`src/rtl/mem_arbiter_pkg.sv`:
```
// mem_arbiter_pkg: types shared by the LC-3b memory arbiter.
// Defining MEM_ARB_ROUND_ROBIN_EN switches ties from fixed data priority to round-robin.
package mem_arbiter_pkg;
  typedef logic [15:0] lc3b_word;
  typedef enum logic [1:0] {IDLE, SERVE_I, SERVE_D} arb_state_t;
  typedef enum logic {ARB_I, ARB_D} arb_port_t;
`ifdef MEM_ARB_ROUND_ROBIN_EN
  localparam bit ARB_RR = 1'b1;
`else
  localparam bit ARB_RR = 1'b0;
`endif
endpackage

```
`src/rtl/mem_arb_select.sv`:
```
// mem_arb_select: picks the next grant when the arbiter is idle.
// Policy (fixed + starvation limit, or round-robin under MEM_ARB_ROUND_ROBIN_EN) lives only here.
module mem_arb_select
  import mem_arbiter_pkg::*;
(
  input  logic      i_ireq,
  input  logic      i_dreq,
  input  arb_port_t i_last_grant,
  input  logic      i_starve_hit,
  output arb_port_t o_grant
);
  logic w_tie_i;
  assign w_tie_i = i_starve_hit | (ARB_RR & (i_last_grant == ARB_D));
  assign o_grant = (i_ireq & (!i_dreq | w_tie_i)) ? ARB_I : ARB_D;
endmodule

```
`src/rtl/mem_arbiter.sv`:
```
// mem_arbiter: shares single-ported LC-3b memory between ifetch and data ports.
// Tie-break: fixed data priority with starvation limit, or round-robin when MEM_ARB_ROUND_ROBIN_EN is defined.
module mem_arbiter
  import mem_arbiter_pkg::*;
#(
  parameter int STARVE_LIMIT = 4
) (
  input  logic       clk,
  input  logic       rst_n,
  input  logic       i_read,
  input  lc3b_word   i_address,
  output logic       i_resp,
  output lc3b_word   i_rdata,
  input  logic       d_read,
  input  logic       d_write,
  input  logic [1:0] d_byte_enable,
  input  lc3b_word   d_address,
  input  lc3b_word   d_wdata,
  output logic       d_resp,
  output lc3b_word   d_rdata,
  output logic       mem_read,
  output logic       mem_write,
  output logic [1:0] mem_byte_enable,
  output lc3b_word   mem_address,
  output lc3b_word   mem_wdata,
  input  logic       mem_resp,
  input  lc3b_word   mem_rdata
);
  arb_state_t r_state, w_next;
  arb_port_t  r_last_grant, w_grant;
  logic       w_dreq, w_any, w_grant_now, w_starve_hit, w_si, w_sd;
  assign w_dreq      = d_read | d_write;
  assign w_any       = i_read | w_dreq;
  assign w_grant_now = (r_state == IDLE) & w_any;
  mem_arb_select u_select (
    .i_ireq       (i_read),
    .i_dreq       (w_dreq),
    .i_last_grant (r_last_grant),
    .i_starve_hit (w_starve_hit),
    .o_grant      (w_grant)
  );
`ifdef MEM_ARB_ROUND_ROBIN_EN
  assign w_starve_hit = 1'b0;
`else
  localparam int CW = $clog2(STARVE_LIMIT + 1);
  localparam logic [CW-1:0] LIM = CW'(STARVE_LIMIT);
  logic [CW-1:0] r_starve_cnt;
  assign w_starve_hit = r_starve_cnt == LIM;
  // counts data grants that made a pending ifetch wait; saturates at the limit
  always_ff @(posedge clk or negedge rst_n) begin
    if (!rst_n) r_starve_cnt <= '0;
    else if (w_grant_now) r_starve_cnt <= (w_grant == ARB_I) ? '0 :
                                          (i_read && !w_starve_hit) ? r_starve_cnt + 1'b1 : r_starve_cnt;
  end
`endif
  always_ff @(posedge clk or negedge rst_n) begin
    if (!rst_n) begin
      r_state      <= IDLE;
      r_last_grant <= ARB_I;
    end else begin
      r_state <= w_next;
      if (w_grant_now) r_last_grant <= w_grant;
    end
  end
  // always pass through IDLE after a response so memory sees read/write drop
  always_comb begin
    w_next = r_state;
    if (r_state == IDLE) w_next = !w_any ? IDLE : (w_grant == ARB_I) ? SERVE_I : SERVE_D;
    else if (mem_resp) w_next = IDLE;
  end
  always_comb begin
    w_si            = r_state == SERVE_I;
    w_sd            = r_state == SERVE_D;
    mem_read        = (w_si & i_read) | (w_sd & d_read);
    mem_write       = w_sd & d_write;
    mem_byte_enable = w_sd ? d_byte_enable : w_si ? 2'b11 : 2'b00;
    mem_address     = w_sd ? d_address : w_si ? i_address : '0;
    mem_wdata       = w_sd ? d_wdata : '0;
    i_resp          = mem_resp & w_si;
    d_resp          = mem_resp & w_sd;
    i_rdata         = mem_rdata;
    d_rdata         = mem_rdata;
  end
endmodule
```
`config.mk`:
```
export PLATFORM = sky130hd
export DESIGN_NAME = mem_arbiter
export DESIGN_NICKNAME = d
export VERILOG_FILES = /design/src/rtl/mem_arbiter_pkg.sv /design/src/rtl/mem_arb_select.sv /design/src/rtl/mem_arbiter.sv
export SDC_FILE = /design/constraint.sdc
export NUM_CORES = 1
export LEC_CHECK = 0
export BUFFER_PORTS_ARGS = -buffer_cell sky130_fd_sc_hd__buf_4
export CAP_MARGIN = 10
export CORE_MARGIN = 5
export CORE_UTILIZATION = 28
export DETAILED_ROUTE_END_ITERATION = 8
export PLACE_DENSITY = 0.81
export SYNTH_ARGS = -nofsm -noshare
export SYNTH_HDL_FRONTEND = slang
export SYNTH_SLANG_ARGS = --single-unit
```
`constraint.sdc`:
```
create_clock -name clk -period 2.2 [get_ports clk]
set_clock_uncertainty 0.15 [all_clocks]
set_input_delay 0.55 -clock clk [delete_from_list [all_inputs] [get_ports clk]]
set_output_delay 0.55 -clock clk [all_outputs]
set_load 0.005 [all_outputs]
```
==> impl_metrics.csv, run 1 <==
group,metric,value,unit
power,ir_worst_vdd,690,uV
cts,cts_buffers,3,
power,cellLeakagePower,0.762,nW
route,vias,924,
yosys,synth_top_area_share,28.5,%
yosys,ys_warn_count,0,
sta,maxSlewHeadroom,83.1,%
route,wl,2780,um
yosys,postSynthCellCount,104,
sta,rsz0062_at_grt,"false",
yosys,avgSynthCellArea,8.35,um2
yosys,ys.flop_type,"dfrtp_1",
die,dieArea,4320,um2
yosys,synth.ff_latch_count,5,
yosys,synth-edff-count,0,
yosys,synthTopCellsByCount,"buf_4 (33), and2_1 (19), a22o_1 (17)",
critical_path,slowest_stage,"dfrtp_1",
die,die_w,65.7,um
place,port_buffers,93,
sta,finalCritPeriodShare,95.4,%
yosys,yosysSeqAreaShare,14.4,%
critical_path,crit_path_start_kind,"flop",
global_routing,grt_overflow,0,
route,detail-route-antenna-nets,0,
route,wire_per_inst,13.9,um
critical_path,slowest_delay,440,ps
power,power_density,1080,nW/um2
sta,hold_violations,0,
global_routing,grt_pass1_vias,906,
critical_path,cp.arrival,1400,ps
cells_and_area,area_growth,60.4,%
cts,clk_path_buf_depth,2,
critical_path,crit_type,"reg2out",
sta,slew_violations,0,
sta,finalCriticalPeriod,2100,ps
die,die_h,65.7,um
cts,cts.sinks,5,
cells_and_area,drive_gt1_share,61.1,%
critical_path,path_cells,"nor2b_4 -> buf_12 -> a22o_1 -> buf_4",
yosys,synth.most_common_cell,"buf_4",
sta,setup_viol,0,
die,io_pins,142,
route,drc,0,
cts,path_clk_slew,50,ps
yosys,syn_area,868,um2
cells_and_area,nNetsFinal,242,
cts,tritoncts,"done",
yosys,synthArstFlopShare,100,%
sta,tightest_slew,253,ps
global_routing,grt_max_degree,35,
global_routing,grt_use_total,12.2,%
route,viasPerCell,4.62,
job,cap_viol_max_count,0,
yosys,yosysTopAreaCell,"buf_4",
critical_path,crit_path_max_fanout,34,
critical_path,worstPathRequired,1500,ps
route,drt_iter0_drc,32,
global_routing,grt_pass1_wl,4190,um
cells_and_area,fillers,312,
yosys,synth_fp_nets,178,
yosys,ys_types,25,
die,coreArea,3000,um2
global_routing,antenna_found_initial,0,
status,status,"completed",
die,start_util,28.9,%
cts,clock_latency,250,ps
die,rows,20,
route,drtPass1Iterations,3,
sta,finalSetupTns,0,ps
min_path,min_path_type,"in2reg",
cts,cts_max_level,1,
sta,fmax,476,MHz
yosys,synth_area_leaders,"buf_4 (29%), a22o_1 (17%), dfrtp_1 (14%)",
cells_and_area,diodes,0,
power,power,1.50,mW
cts,root_buffer,"clkbuf_4",
critical_path,crit_path_end_kind,"output port",
place,dpl.hpwl,2380,um
place,gp_congestion,0.797,
==> logic make-up after synthesis <==
kind of cell	Yosys count	share of synthesized area (%)
simple gates	29	21.6
buf+inv	41	35.9
fa+ha+maj	2	2.88
flops	5	14.4
compound gates	26	24.1
mux	1	1.15
==> state kept, by name, indices dropped and copies added (netlist names) <==
| name | count |
|---|---|
| r_starve_cnt | 3 |
| r_state | 2 |
==> through the flow <==
stage               setup WS [ps]  util (%)  hold WS [ps]  area, um2  cells
finish                        100      46.4           355       1390    200
global route                 28.6      46.4           355       1390    200
CTS                          43.6      45.5           347       1370    199
detailed placement            321      44.3           206       1330    194
global placement              326      44.3           207       1330    194
floorplan                     430         -           104        868    104
==> power breakdown <==
group	switching, mW	internal (mW)
clock	0.0409	0.0688
combinational	0.462	0.742
sequential	0.0562	0.134
==> layer usage <==
metal  share of wire [%]  GRT usage (%)  vias up
met5                   0              0        -
met1                  35           12.7      411
met4                0.90           4.92        0
met2                  49           21.5       59
met3                  15           4.79        4
li1                    -              -      450
==> path summary, 6_finish.rpt <==
| path | from | end | slack [ps] | cells past startpoint |
|---|---|---|---|---|
| min | mem_resp | r_state[0] | 350 | 2 |
| min in group asynchronous | rst_n | r_starve_cnt[2] | 490 | 2 |
| min reg2reg | r_starve_cnt[1] | r_starve_cnt[1] | 360 | 2 |
| max in group asynchronous | rst_n | r_starve_cnt[0] | 1290 | 2 |
| max reg2reg | r_starve_cnt[0] | r_starve_cnt[0] | 730 | 5 |
| max | r_state[1] | mem_address[8] | 100 | 4 |
==> area by class of cell <==
type	instances	area (um2)	area share, %
inverters	4	15.0	1.08
well taps	33	41.3	2.96
multi-input cells	58	437	31.4
clock buffers	4	26.3	1.89
flip-flops and latches	5	125	8.98
repair buffers	96	748	53.7
==> worst max-delay path, delay by kind of cell (launching register included) <==
kind / cells / cell delay [ps]
AND/OR/NAND/NOR: 1 / 170
buffers and inverters: 2 / 290
AO/OA/AOI/OAI: 1 / 240
flip-flops: 1 / 440
==> placed cells by master (no fill, tap or decap), drive strengths merged, types with 2 or more instances in the layout <==
cell	synthesis	final
nand3	2	2
a22o	17	17
nand2	2	2
clkbuf	0	4
o21ai	3	3
dfrtp	5	5
and2	19	19
nor2b	2	2
a21o	2	2
inv	4	4
ha	2	2
buf	37	95
==> what timing repair did <==
action / CTS / global route
setup buffers: 0 / 1
hold endpoints to repair: 5 / 0
hold buffers: 1 / 0
setup endpoints to repair: 0 / 32
gates resized for setup: 0 / 1
Power figures use the tool's default switching activity.
==> inputs of run 2 (changes only) <==
- CORE_UTILIZATION: 28 -> 29
- SYNTH_HIERARCHICAL: default -> 1
- TNS_END_PERCENT: default -> 10
==> impl_metrics.csv, run 2 <==
group,metric,value,unit
status,status,"completed",
sta,slew_violations,0,
cells_and_area,final_util,48.6,%
power,cellLeakagePower,0.842,nW
cells_and_area,multi_input_area,458,um2
critical_path,cp.arrival,1370,ps
critical_path,crit_type,"reg2out",
place,dpl_cell_area,1370,um2
route,drtPass1Iterations,4,
cells_and_area,largest-register,"r_starve_cnt",
cts,root_buffer,"clkbuf_4",
place,dpl.cell_count,201,
min_path,holdCritStartpoint,"r_starve_cnt[2]",
critical_path,endpoint,"mem_address[5]",
yosys,ys_warn_count,6,
die,coreArea,2980,um2
die,die_h,65.2,um
route,vias,1037,
sta,rsz0062_at_grt,"false",
sta,fmax,483,MHz
power,switchingPower,519,uW
sta,finalCriticalPeriod,2070,ps
cells_and_area,largest_reg_flops,3,
route,wire_per_inst,14.4,um
critical_path,cp-startpoint,"r_state[1]",
cells_and_area,most-common-layout-cells,"buf_4 (96), and3_1 (19), a22o_1 (17)",
cells_and_area,final_area,1450,um2
die,io_pins,142,
cts,tritoncts,"done",
sta,setup_viol,0,
power,intPower,865,uW
critical_path,crit_path_max_fanout,19,
cells_and_area,diodes,0,
place,dpl.hpwl,2520,um
critical_path,rr_worst_depth,7,
critical_path,crit_path_end_kind,"output port",
route,drt_iter0_drc,54,
sta,hold-worst-slack,335,ps
power,switching_share,37.5,%
yosys,syn_area,885,um2
place,gp_congestion,0.747,
cts,postCtsResizedCells,0,
place,port_buffers,93,
critical_path,reg2reg_to,"r_starve_cnt[1]",
power,ir_worst_vdd,431,uV
yosys,avgSynthCellArea,8.04,um2
yosys,postSynthCellCount,110,
die,dieArea,4250,um2
job,cap_viol_max_count,0,
sta,finalCritPeriodShare,94.1,%
global_routing,antenna_found_initial,0,
power,p_seq_share,13.3,%
route,wl,2990,um
route,detail-route-antenna-nets,0,
cells_and_area,nNetsFinal,250,
cells_and_area,drive_gt1_share,61.7,%
die,die_w,65.2,um
critical_path,r2r-start,"r_starve_cnt[0]",
global_routing,grt_pass1_vias,1061,
cells_and_area,final_common_cell,"buf_4",
cells_and_area,fillers,320,
global_routing,grt_pass1_wl,4730,um
cts,cts_max_level,1,
cts,clock_latency,240,ps
die,rows,20,
min_path,min_path_type,"reg2reg",
yosys,synth_fp_nets,184,
cells_and_area,register_area,125,um2
cts,clk_path_buf_depth,2,
route,drc,0,
power,p_clk_share,7.5,%
cts,path_clk_slew,40,ps
global_routing,grt_overflow,0,
critical_path,worstPathRequired,1500,ps
sta,hold_violations,0,
cells_and_area,reg_top3,"r_starve_cnt x3, r_state x2",
route,viasPerCell,4.99,
sta,maxSlewHeadroom,83.1,%
cts,cts_buffers,3,
sta,tightest_slew,254,ps
die,start_util,29.7,%
global_routing,grt_use_total,13.5,%
critical_path,crit_path_start_kind,"flop",
power,power_density,956,nW/um2
critical_path,r2r_setup_slack,500,ps
cts,cts.sinks,5,
sta,finalSetupTns,0,ps
cells_and_area,area_growth,63.6,%
cells_and_area,stdcell_count,208,
global_routing,grt_max_degree,20,
power,power_frac_comb,79.2,%
run 2: cell types whose count changed in the layout (fill, tap and decap cells not counted), moves of 2 or more:
cell / previous run / this run
o21ai_0: 2 / 0
o22ai_1: 1 / 3
nand2_1: 2 / 0
and2_1: 19 / 1
and3_1: 0 / 19
buf_4: 93 / 96
inv_1: 3 / 5
run 2: how the worst min path moves through the flow:
stage | to | slack [ps] | cells past startpoint
6_report | r_starve_cnt[2] | 340 | 1
2_1_floorplan | r_starve_cnt[0] | 100 | 0
4_1_cts | r_starve_cnt[2] | 340 | 1
5_1_grt | r_starve_cnt[2] | 350 | 1
3_5_place_dp | r_starve_cnt[1] | 210 | 1
3_3_place_gp | r_starve_cnt[2] | 200 | 1
run 2: layout make-up:
type                    instances  share of cell area [%]
flip-flops and latches          5                    8.64
clock buffers                   4                    1.82
repair buffers                 99                    53.2
inverters                       7                    1.82
multi-input cells              60                    31.6
well taps                      33                    2.85
run 2: through the flow:
| stage | total power [mW] | worst slack, ps |
|---|---|---|
| global placement | 1.22 | 243 |
| global route | 1.52 | 52.5 |
| floorplan | 0.761 | 514 |
| detailed placement | 1.24 | 231 |
| CTS | 1.39 | 55.8 |
| finish | 1.38 | 130 |
run 2: per-layer routing:
| metal | up-vias | track usage [%] | part of all wire [%] |
|---|---|---|---|
| met4 | 0 | 3.11 | 0.77 |
| met5 | - | 0 | 0 |
| li1 | 494 | - | - |
| met1 | 458 | 14.4 | 35 |
| met3 | 5 | 6.50 | 17 |
| met2 | 80 | 23.9 | 47 |
run 2: power groups by stage:
stage | registers [mW] | logic, mW | clock network [mW]
6_report | 0.184 | 1.10 | 0.103
5_1_grt | 0.195 | 1.20 | 0.118
4_1_cts | 0.185 | 1.10 | 0.108
3_5_place_dp | 0.186 | 1.05 | 0
3_3_place_gp | 0.184 | 1.04 | 0
2_1_floorplan | 0.174 | 0.588 | 0
run 2: timing repair:
action                                  CTS  global route
gates cloned                              0             0
endpoints found under the setup margin   17            17
setup buffers                             1             1
pin swaps                                 1             1
hold buffers                              1             0
hold endpoints to repair                  5             0
run 2: critical path: stages (launching register included):
cell,delay (ps)
dfrtp_1,450
inv_2,120
nor2_4,40
buf_12,150
a22o_1,230
buf_4,130
